<file path="config.mk">
export PLATFORM = sky130hd
export DESIGN_NAME = delay_line_prog
export DESIGN_NICKNAME = d
export VERILOG_FILES = /design/src/rtl/delay_pkg.sv /design/src/rtl/delay_stage.sv /design/src/rtl/delay_line_prog.sv
export SDC_FILE = /design/constraint.sdc
export NUM_CORES = 1
export LEC_CHECK = 0
export BUFFER_PORTS_ARGS = -buffer_cell sky130_fd_sc_hd__clkbuf_2
export CORE_MARGIN = 3
export CORE_UTILIZATION = 60
export DETAILED_ROUTE_END_ITERATION = 10
export GPL_TIMING_DRIVEN = 1
export PLACE_DENSITY_LB_ADDON = 0.15
export REMOVE_ABC_BUFFERS = 1
export SYNTH_ARGS = -nofsm -noshare
export SYNTH_HDL_FRONTEND = slang
export SYNTH_SLANG_ARGS = --single-unit
</file>
<file path="constraint.sdc">
create_clock -name clk -period 1.89 [get_ports clk]
set_input_delay 0.189 -clock clk [delete_from_list [all_inputs] [get_ports clk]]
set_output_delay 0.189 -clock clk [all_outputs]
set_load 0.005 [all_outputs]
</file>
<file path="src/rtl/delay_pkg.sv">
// rtl/delay_pkg.sv - shared defaults and delay clamp helper for the programmable delay line
//
// Purpose: default geometry and the effective-delay rule, shared by the
//          delay line and anything that needs to predict its latency.
// Ports:   none (package).

package delay_pkg;

  localparam int DEF_WIDTH = 8;
  localparam int DEF_DEPTH = 8;

  // Requested delay is sel+1 cycles; anything past the physical depth
  // taps the last stage.
  function automatic int eff_delay(input int sel, input int max_depth);
    if (sel + 1 > max_depth) begin
      return max_depth;
    end
    return sel + 1;
  endfunction

endpackage

</file>
<file path="src/rtl/delay_stage.sv">
// rtl/delay_stage.sv - one WIDTH-bit register stage with clear and enable
//
// Purpose: single storage stage of the delay line.
// Ports:   clk    rising-edge clock
//          rst_n  asynchronous active-low reset (q -> 0)
//          clr    synchronous clear, wins over en
//          en     load d on the rising edge
//          d      stage input
//          q      stage contents

module delay_stage
  import delay_pkg::*;
#(
  parameter int WIDTH = DEF_WIDTH
) (
  input  logic             clk,
  input  logic             rst_n,
  input  logic             clr,
  input  logic             en,
  input  logic [WIDTH-1:0] d,
  output logic [WIDTH-1:0] q
);

  always_ff @(posedge clk or negedge rst_n) begin
    if (!rst_n) begin
      q <= '0;
    end else if (clr) begin
      q <= '0;
    end else if (en) begin
      q <= d;
    end
  end

endmodule

</file>
<file path="src/rtl/delay_line_prog.sv">
// rtl/delay_line_prog.sv - WIDTH-bit delay line with runtime-selectable depth
//
// Purpose: delays in0 by d = min(delay_sel+1, MAX_DEPTH) enabled cycles.
// Ports:   clk        rising-edge clock
//          rst_n      asynchronous active-low reset
//          en         advance enable; 0 holds all state
//          flush      synchronous clear of stages and fill count (beats en)
//          delay_sel  requested delay minus 1
//          in0        data in
//          out        stage[d-1], combinational from registers
//          out_valid  fill count has reached the selected delay
//          fill       number of valid stages, 0..MAX_DEPTH

module delay_line_prog
  import delay_pkg::*;
#(
  parameter int WIDTH     = DEF_WIDTH,
  parameter int MAX_DEPTH = DEF_DEPTH,
  parameter int SEL_W     = 3
) (
  input  logic             clk,
  input  logic             rst_n,
  input  logic             en,
  input  logic             flush,
  input  logic [SEL_W-1:0] delay_sel,
  input  logic [WIDTH-1:0] in0,
  output logic [WIDTH-1:0] out,
  output logic             out_valid,
  output logic [SEL_W:0]   fill
);

  localparam logic [SEL_W:0] FILL_MAX = (SEL_W+1)'(MAX_DEPTH);
  localparam logic [SEL_W:0] FILL_ONE = (SEL_W+1)'(1);

  logic [WIDTH-1:0] stage_q [MAX_DEPTH];
  logic [SEL_W:0]   fill_q;
  logic [SEL_W:0]   tap_d;

  for (genvar gi = 0; gi < MAX_DEPTH; gi++) begin : g_stage
    if (gi == 0) begin : g_head
      delay_stage #(.WIDTH(WIDTH)) u_stage (
        .clk   (clk),
        .rst_n (rst_n),
        .clr   (flush),
        .en    (en),
        .d     (in0),
        .q     (stage_q[gi])
      );
    end else begin : g_tail
      delay_stage #(.WIDTH(WIDTH)) u_stage (
        .clk   (clk),
        .rst_n (rst_n),
        .clr   (flush),
        .en    (en),
        .d     (stage_q[gi-1]),
        .q     (stage_q[gi])
      );
    end
  end

  // Saturating count of stages holding post-reset/post-flush data.
  always_ff @(posedge clk or negedge rst_n) begin
    if (!rst_n) begin
      fill_q <= '0;
    end else if (flush) begin
      fill_q <= '0;
    end else if (en && (fill_q != FILL_MAX)) begin
      fill_q <= fill_q + FILL_ONE;
    end
  end

  // Tap mux: only this changes with delay_sel, so stage contents never
  // depend on the selected delay.
  always_comb begin
    tap_d = (SEL_W+1)'(eff_delay(int'(delay_sel), MAX_DEPTH));
    out   = '0;
    for (int i = 0; i < MAX_DEPTH; i++) begin
      if (tap_d == (SEL_W+1)'(i + 1)) begin
        out = stage_q[i];
      end
    end
  end

  assign out_valid = (fill_q >= tap_d);
  assign fill      = fill_q;

endmodule
</file>
==> results of run 1 <==
[worst max-delay path by stage]
| stage | startpoint | to | depth (start not counted) |
|---|---|---|---|
| global route | g_stage[1].g_tail.u_stage.q[6]$_DFFE_PN0P_ | out[6] | 4 |
| detailed placement | delay_sel[0] | out[7] | 8 |
| CTS | g_stage[1].g_tail.u_stage.q[6]$_DFFE_PN0P_ | out[6] | 4 |
| global placement | delay_sel[0] | out[1] | 8 |
| finish | delay_sel[0] | out[6] | 8 |
| floorplan | delay_sel[1] | out[6] | 6 |
[power breakdown]
group	internal, W	total, W	switching, W
clock network	0.000509	0.00107	0.000559
registers	0.00148	0.00150	0.0000227
logic	0.000253	0.000557	0.000303
total	0.00224	0.00313	0.000884
[timing repair]
action | CTS | global route
pin swaps | 4 | 6
endpoints found under the hold margin | 68 | 0
setup endpoints to repair | 9 | 9
hold buffers | 1 | 0
buffers inserted | 5 | 4
gates resized for setup | 11 | 26
[cells by family (layout without fill, tap and decap cells)]
kind of cell / count (synthesis) / count (layout) / synth area share [%]
buf+inv: 39 / 94 / 4.76
compound gates: 70 / 70 / 13.5
simple gates: 106 / 106 / 13.1
flops: 68 / 68 / 46.2
mux: 65 / 65 / 17.7
fa+ha+maj: 11 / 11 / 3.74
xor+xnor: 4 / 4 / 0.952
[placed cells by master, fill, tap and decap left out, types with 3 or more instances in the layout]
cell	count
nor2_1	71
dfrtp_1	68
mux2i_1	65
buf_4	29
a21oi_1	22
clkbuf_2	22
inv_1	14
nand2_1	13
clkbuf_8	11
o21ai_1	9
a22o_1	8
o22a_1	7
ha_1	6
o221ai_1	5
a221oi_2	5
buf_12	5
or3b_1	4
a221oi_1	3
ha_4	3
[routing by layer]
layer  vias to the layer above  routed length, µm  track usage, %
met4                         0                152            9.06
met1                      1423               3720            34.1
met3                        16                640            4.81
li1                       1380                  -               -
met2                       104               4390            40.0
met5                         -                  0               0
[tightest hold or removal path, delay by kind of cell]
| family | cells | cell delay (ns) |
|---|---|---|
| mux | 1 | 0.05 |
| simple gates | 1 | 0.08 |
| buf+inv | 1 | 0.08 |
[stage by stage]
step	setup WS [ns]	hold slack (ns)
floorplan	-0.124	-0.107
detailed placement	-0.311	0.237
global placement	-0.251	0.236
finish	-0.0602	0.0969
global route	-0.0999	0.110
CTS	-0.00899	0.0897
[cells in the mapped netlist (2+ instances only)]
library cell and n:
mux2i_1 65, nor2b_1 2, or3b_1 4, xnor2_1 2, a221o_1 2, nand2b_1 3
ha_1 11, a22o_1 8, xor2_1 2, dfrtp_1 68, buf_2 8, a221oi_1 8
nand2_1 14, o221ai_1 7, o21ai_1 9, nor2b_4 2, clkbuf_1 10, o22a_1 7
buf_6 2, a21oi_1 24, or3b_2 3, inv_1 15, buf_1 2, nor2_1 71
[state kept, by name (all words and copies together) (netlist names)]
| signal | count |
|---|---|
| g_stage.g_head.u_stage.q | 8 |
| g_stage.g_tail.u_stage.q | 56 |
| fill | 4 |
[area by class of cell]
cell class                      instances  area (µm²)
Clock buffer                           12         145
Sequential cell                        68        1700
Fill cell                             372        1260
Timing Repair Buffer                   62         484
Multi-Input combinational cell        256        1950
Inverter                               16        60.1
Clock inverter                          4        25.0
Tap cell                               72        90.1
==> metrics.cfg, run 1 <==
[run_status]
status = finished with violations
violations = setup timing

[cts]
htree_levels = 3
clk_latency_ns = 0.34
clk_path_buf_depth = 2
cts_tree = done
cts_root_buffer = clkbuf_8
clkTransAtPathRegs_ns = 0.07
clock_sinks = 68
cts_buffers = 9

[global_route]
grt-ovfl-total = 0
grt_pass1_vias = 2897
gr-usage-all-layers_pct = 25.0
grt_pass1_wl_mm = 14.1
antenna_found_initial = 0
grt_max_degree = 69

[sta]
min_period_ns = 1.95
setup_ws_ns = -0.0602
timing.final.crit_share_pct = 103
rsz0062_at_grt = yes
setup_viol = 2
max_slew_margin_pct = 63.9
tns_ns = -0.0677
fin_skew_ns = 0.00841
drv_slew = 0
finalHoldViolCount = 0
clock.fmax_mhz = 513
worst_slew_pin_slew_ns = 0.541

[floorplanning]
core_mm2 = 0.00571
fp.dieW_um = 84.3
row_count = 27
io_pins = 28
initial_core_util_pct = 64.5
die_y_um = 84.3
die_area_mm2 = 0.00711

[worst_setup_path]
slowest_delay_ns = 0.35
reg2reg_slack_ns = 0.41
crit_fanout = 8
required_ns = 1.70
worstSetupPathType = primary input to primary output
rr_startpoint = fill[0]$_DFFE_PN0P_
crit_chain = clkbuf_8 > ha_4 > or2_1 > a21oi_2 > buf_12 > a221o_1 > a221o_1 > clkbuf_2
worstRegToRegCells = 8
crit_top_cell = a221o_1
path_delay_family = compound AO/OA/AOI/OAI gates
critPathLaunchType = primary input
endpoint_kind = primary output
worst_r2r_endpoint = fill[2]$_DFFE_PN0P_
path_buf_inv = 3
arrival_ns = 1.76
cp_slowest_cell = a221o_1

[cells_and_area]
fin_nets = 439
syn2layout_area_growth_pct = 20.9
antenna_cells = 0
stdcell_area_mm2 = 0.00445
stdcell_count = 490
drive_gt1_share_pct = 25.8
final_util_pct = 78.0

[detailed_routing]
avgRoutedWirePerCell_um = 18.2
ant_nets = 0
via_per_inst = 5.97
drt_iter0_markers = 196
vias = 2923
remaining_drc_errors = 0
drt-total-wl_mm = 8.91
firstDrtPassIters = 4

[yosys]
synthArstFlopShare_pct = 100
ys.flop_type = dfrtp_1
synth_area_leaders = dfrtp_1, mux2i_1, nor2_1
syn_area_mm2 = 0.00368
ys_seq_area_share_pct = 46.2
synth_edf_count = 0
syn_avg_cell_area_um2 = 10.1
synth_top_area_cell = dfrtp_1
ys_types = 38
syn_inst = 363
yosys.area.top_type_share_pct = 46.2
yosys_register_bits = 68
synth_warnings = 0

[placement]
dp.cells = 464
port_buffers = 27
place_area_mm2 = 0.00404
gp_congestion = 0.796
hpwl_mm = 5.27

[power_and_ir_drop]
power_w = 0.00313
ir_drop_v = 0.000487
total_leakage_power_nw = 2.19
p_per_area_mw_per_mm2 = 702

[hold_path]
min_to = g_stage[0].g_head.u_stage.q[1]$_DFFE_PN0P_
hold_path_depth = 3
hold_class = primary input to register
min-delay-start = in0[1]

[flow_run]
drv_cap = 0

Note: power is estimated with default switching activity, not from simulation.
==> inputs of run 2 (changes only) <==
--- a/config.mk
+++ b/config.mk
@@ -7,7 +7,7 @@
 export LEC_CHECK = 0
 export BUFFER_PORTS_ARGS = -buffer_cell sky130_fd_sc_hd__clkbuf_2
 export CORE_MARGIN = 3
-export CORE_UTILIZATION = 60
+export CORE_UTILIZATION = 55
 export DETAILED_ROUTE_END_ITERATION = 10
 export GPL_TIMING_DRIVEN = 1
 export PLACE_DENSITY_LB_ADDON = 0.15
==> metrics.cfg, run 2 (same netlist as run 1, synthesis figures left out) <==
[run_status]
status = complete, no violations  ; was finished with violations

[power_and_ir_drop]
ir_drop_v = 0.000609  ; was 0.000487 V
total_leakage_power_nw = 2.25  ; was 2.19 nW
p_per_area_mw_per_mm2 = 741  ; was 702 mW/mm²
power_switching_w = 0.000916  ; was 0.000884 W
combPwrFrac_pct = 17.0  ; was 17.8%
pwr-share-clk_pct = 39.0  ; was 34.1%
intPower_w = 0.00249  ; was 0.00224 W
switching_share_pct = 26.9  ; was 28.3%
power_w = 0.00341  ; was 0.00313 W
share_seq_of_total_power_pct = 44.0  ; was 48.0%

[placement]
place_area_mm2 = 0.00411  ; was 0.00404 mm²
port_buffers = 27  ; unchanged
gp_congestion = 0.828  ; was 0.796
hpwl_mm = 5.59  ; was 5.27 mm

[sta]
rsz0062_at_grt = yes  ; unchanged
fin_skew_ns = 0.00465  ; was 0.00841 ns
clock.fmax_mhz = 538  ; was 513 MHz
worst_slew_pin_slew_ns = 0.465  ; was 0.541 ns
min_period_ns = 1.86  ; was 1.95 ns
drv_slew = 0  ; unchanged
max_slew_margin_pct = 69.0  ; was 63.9%
setup_viol = 0  ; was 2
finalHoldViolCount = 0  ; unchanged
timing.final.crit_share_pct = 98.4  ; was 103%

[cts]
htree_levels = 3  ; unchanged
cts_tree = done  ; unchanged
clkTransAtPathRegs_ns = 0.08  ; was 0.07 ns
cts_buffers = 9  ; unchanged
clk_latency_ns = 0.35  ; was 0.34 ns
clk_path_buf_depth = 2  ; unchanged
cts_root_buffer = clkbuf_8  ; unchanged
clock_sinks = 68  ; unchanged

[detailed_routing]
firstDrtPassIters = 4  ; unchanged
drt-total-wl_mm = 8.95  ; was 8.91 mm
drt_iter0_markers = 140  ; was 196
vias = 2971  ; was 2923
ant_nets = 0  ; unchanged
via_per_inst = 5.94  ; was 5.97
remaining_drc_errors = 0  ; unchanged
avgRoutedWirePerCell_um = 17.9  ; was 18.2 µm

[cells_and_area]
mostFrequentLayoutCells = nor2_1, dfrtp_1, mux2i_1  ; unchanged
stdcell_area_mm2 = 0.00460  ; was 0.00445 mm²
layout_commonest_cell = nor2_1  ; unchanged
largest-register = g_stage.g_tail.u_stage.q  ; unchanged
drive_gt1_share_pct = 29.3  ; was 25.8%
fill_cells = 477  ; was 372
largest_reg_flops = 56  ; unchanged
syn2layout_area_growth_pct = 25.0  ; was 20.9%
antenna_cells = 0  ; unchanged
fin_nets = 444  ; was 439

[worst_setup_path]
reg2reg_slack_ns = 0.38  ; was 0.41 ns
endpoint_kind = primary output  ; unchanged
critPathLaunchType = primary input  ; unchanged
required_ns = 1.70  ; about the same
arrival_ns = 1.67  ; was 1.76 ns
crit_fanout = 7  ; was 8
rr_startpoint = fill[0]$_DFFE_PN0P_  ; unchanged
worstRegToRegCells = 8  ; unchanged
worstSetupPathType = primary input to primary output  ; unchanged
worst_r2r_endpoint = fill[2]$_DFFE_PN0P_  ; unchanged

[floorplanning]
die_area_mm2 = 0.00771  ; was 0.00711 mm²
row_count = 29  ; was 27
io_pins = 28  ; unchanged
die_y_um = 87.8  ; was 84.3 µm
initial_core_util_pct = 57.3  ; was 64.5%
core_mm2 = 0.00642  ; was 0.00571 mm²
fp.dieW_um = 87.8  ; was 84.3 µm

[flow_run]
drv_cap = 0  ; unchanged

[global_route]
antenna_found_initial = 0  ; unchanged
grt_max_degree = 69  ; unchanged
grt_pass1_vias = 2919  ; was 2897
gr-usage-all-layers_pct = 24.8  ; was 25.0%
grt-ovfl-total = 0  ; unchanged
grt_pass1_wl_mm = 14.6  ; was 14.1 mm

[hold_path]
min-delay-start = in0[2]  ; was in0[1]
hold_path_depth = 3  ; unchanged
min_to = g_stage[0].g_head.u_stage.q[2]$_DFFE_PN0P_  ; was g_stage[0].g_head.u_stage.q[1]$_DFFE_PN0P_
hold_class = primary input to register  ; unchanged

-- run 2: worst max-delay path by stage --
stage / from / to / slack (ns)
global route: fill[0]$_DFFE_PN0P_ / out_valid / -0.05
finish: delay_sel[1] / out[7] / 0.03
detailed placement: delay_sel[0] / out[7] / -0.29
global placement: delay_sel[0] / out[7] / -0.21
CTS: delay_sel[1] / out[7] / -0.01
floorplan: delay_sel[1] / out[6] / -0.12
-- run 2: cell type report --
class / count / area, µm² / share of cell area, %
flip-flops and latches: 68 / 1700 / 37.0
repair buffers: 67 / 544 / 11.8
well taps: 77 / 96.3 / 2.09
multi-input cells: 256 / 1980 / 43.1
clock inverters: 6 / 87.6 / 1.90
clock buffers: 10 / 128 / 2.77
inverters: 16 / 60.1 / 1.31
-- run 2: worst max-delay path, stage by stage --
cell      delay [ns]
buf_4           0.13
ha_4            0.19
xor2_1          0.18
a21oi_2         0.41
o21ai_1         0.16
o221ai_2        0.21
a21oi_2         0.06
clkbuf_2        0.13
-- run 2: through the flow --
stage	setup slack (ns)	cells	TNS, ns	hold WS (ns)	utilization (%)
after floorplan	-0.124	340	-0.124	-0.107	-
after global routing	-0.0463	500	-0.103	0.107	71.6
after CTS	-0.0106	495	-0.0106	0.0711	68.7
after global placement	-0.215	474	-1.58	0.168	64.0
after detailed placement	-0.286	474	-2.02	0.168	64.0
final	0.0297	500	0	0.0804	71.6
-- run 2: timing repair --
action	4_1_cts	5_1_grt
setup buffers	4	5
cloned	0	0
hold endpoints to repair	18	0
hold buffers	1	0
gates resized for setup	12	35
pin swaps	4	7
setup endpoints to repair	9	9
-- run 2: metal layers --
layer,GRT usage (%),share of wire [%],vias to the layer above
li1,-,-,1395
met1,33.8,45,1483
met2,39.4,49,73
met3,3.48,3.8,20
met4,11.0,2.3,0
met5,0,0,-
-- run 2: power groups by stage --
stage / Sequential, W / Combinational [W] / Clock [W]
finish: 0.00150 / 0.000579 / 0.00133
global route: 0.00150 / 0.000631 / 0.00141
floorplan: 0.00152 / 0.000225 / 0
CTS: 0.00150 / 0.000521 / 0.00135
detailed placement: 0.00153 / 0.000495 / 0
global placement: 0.00153 / 0.000485 / 0
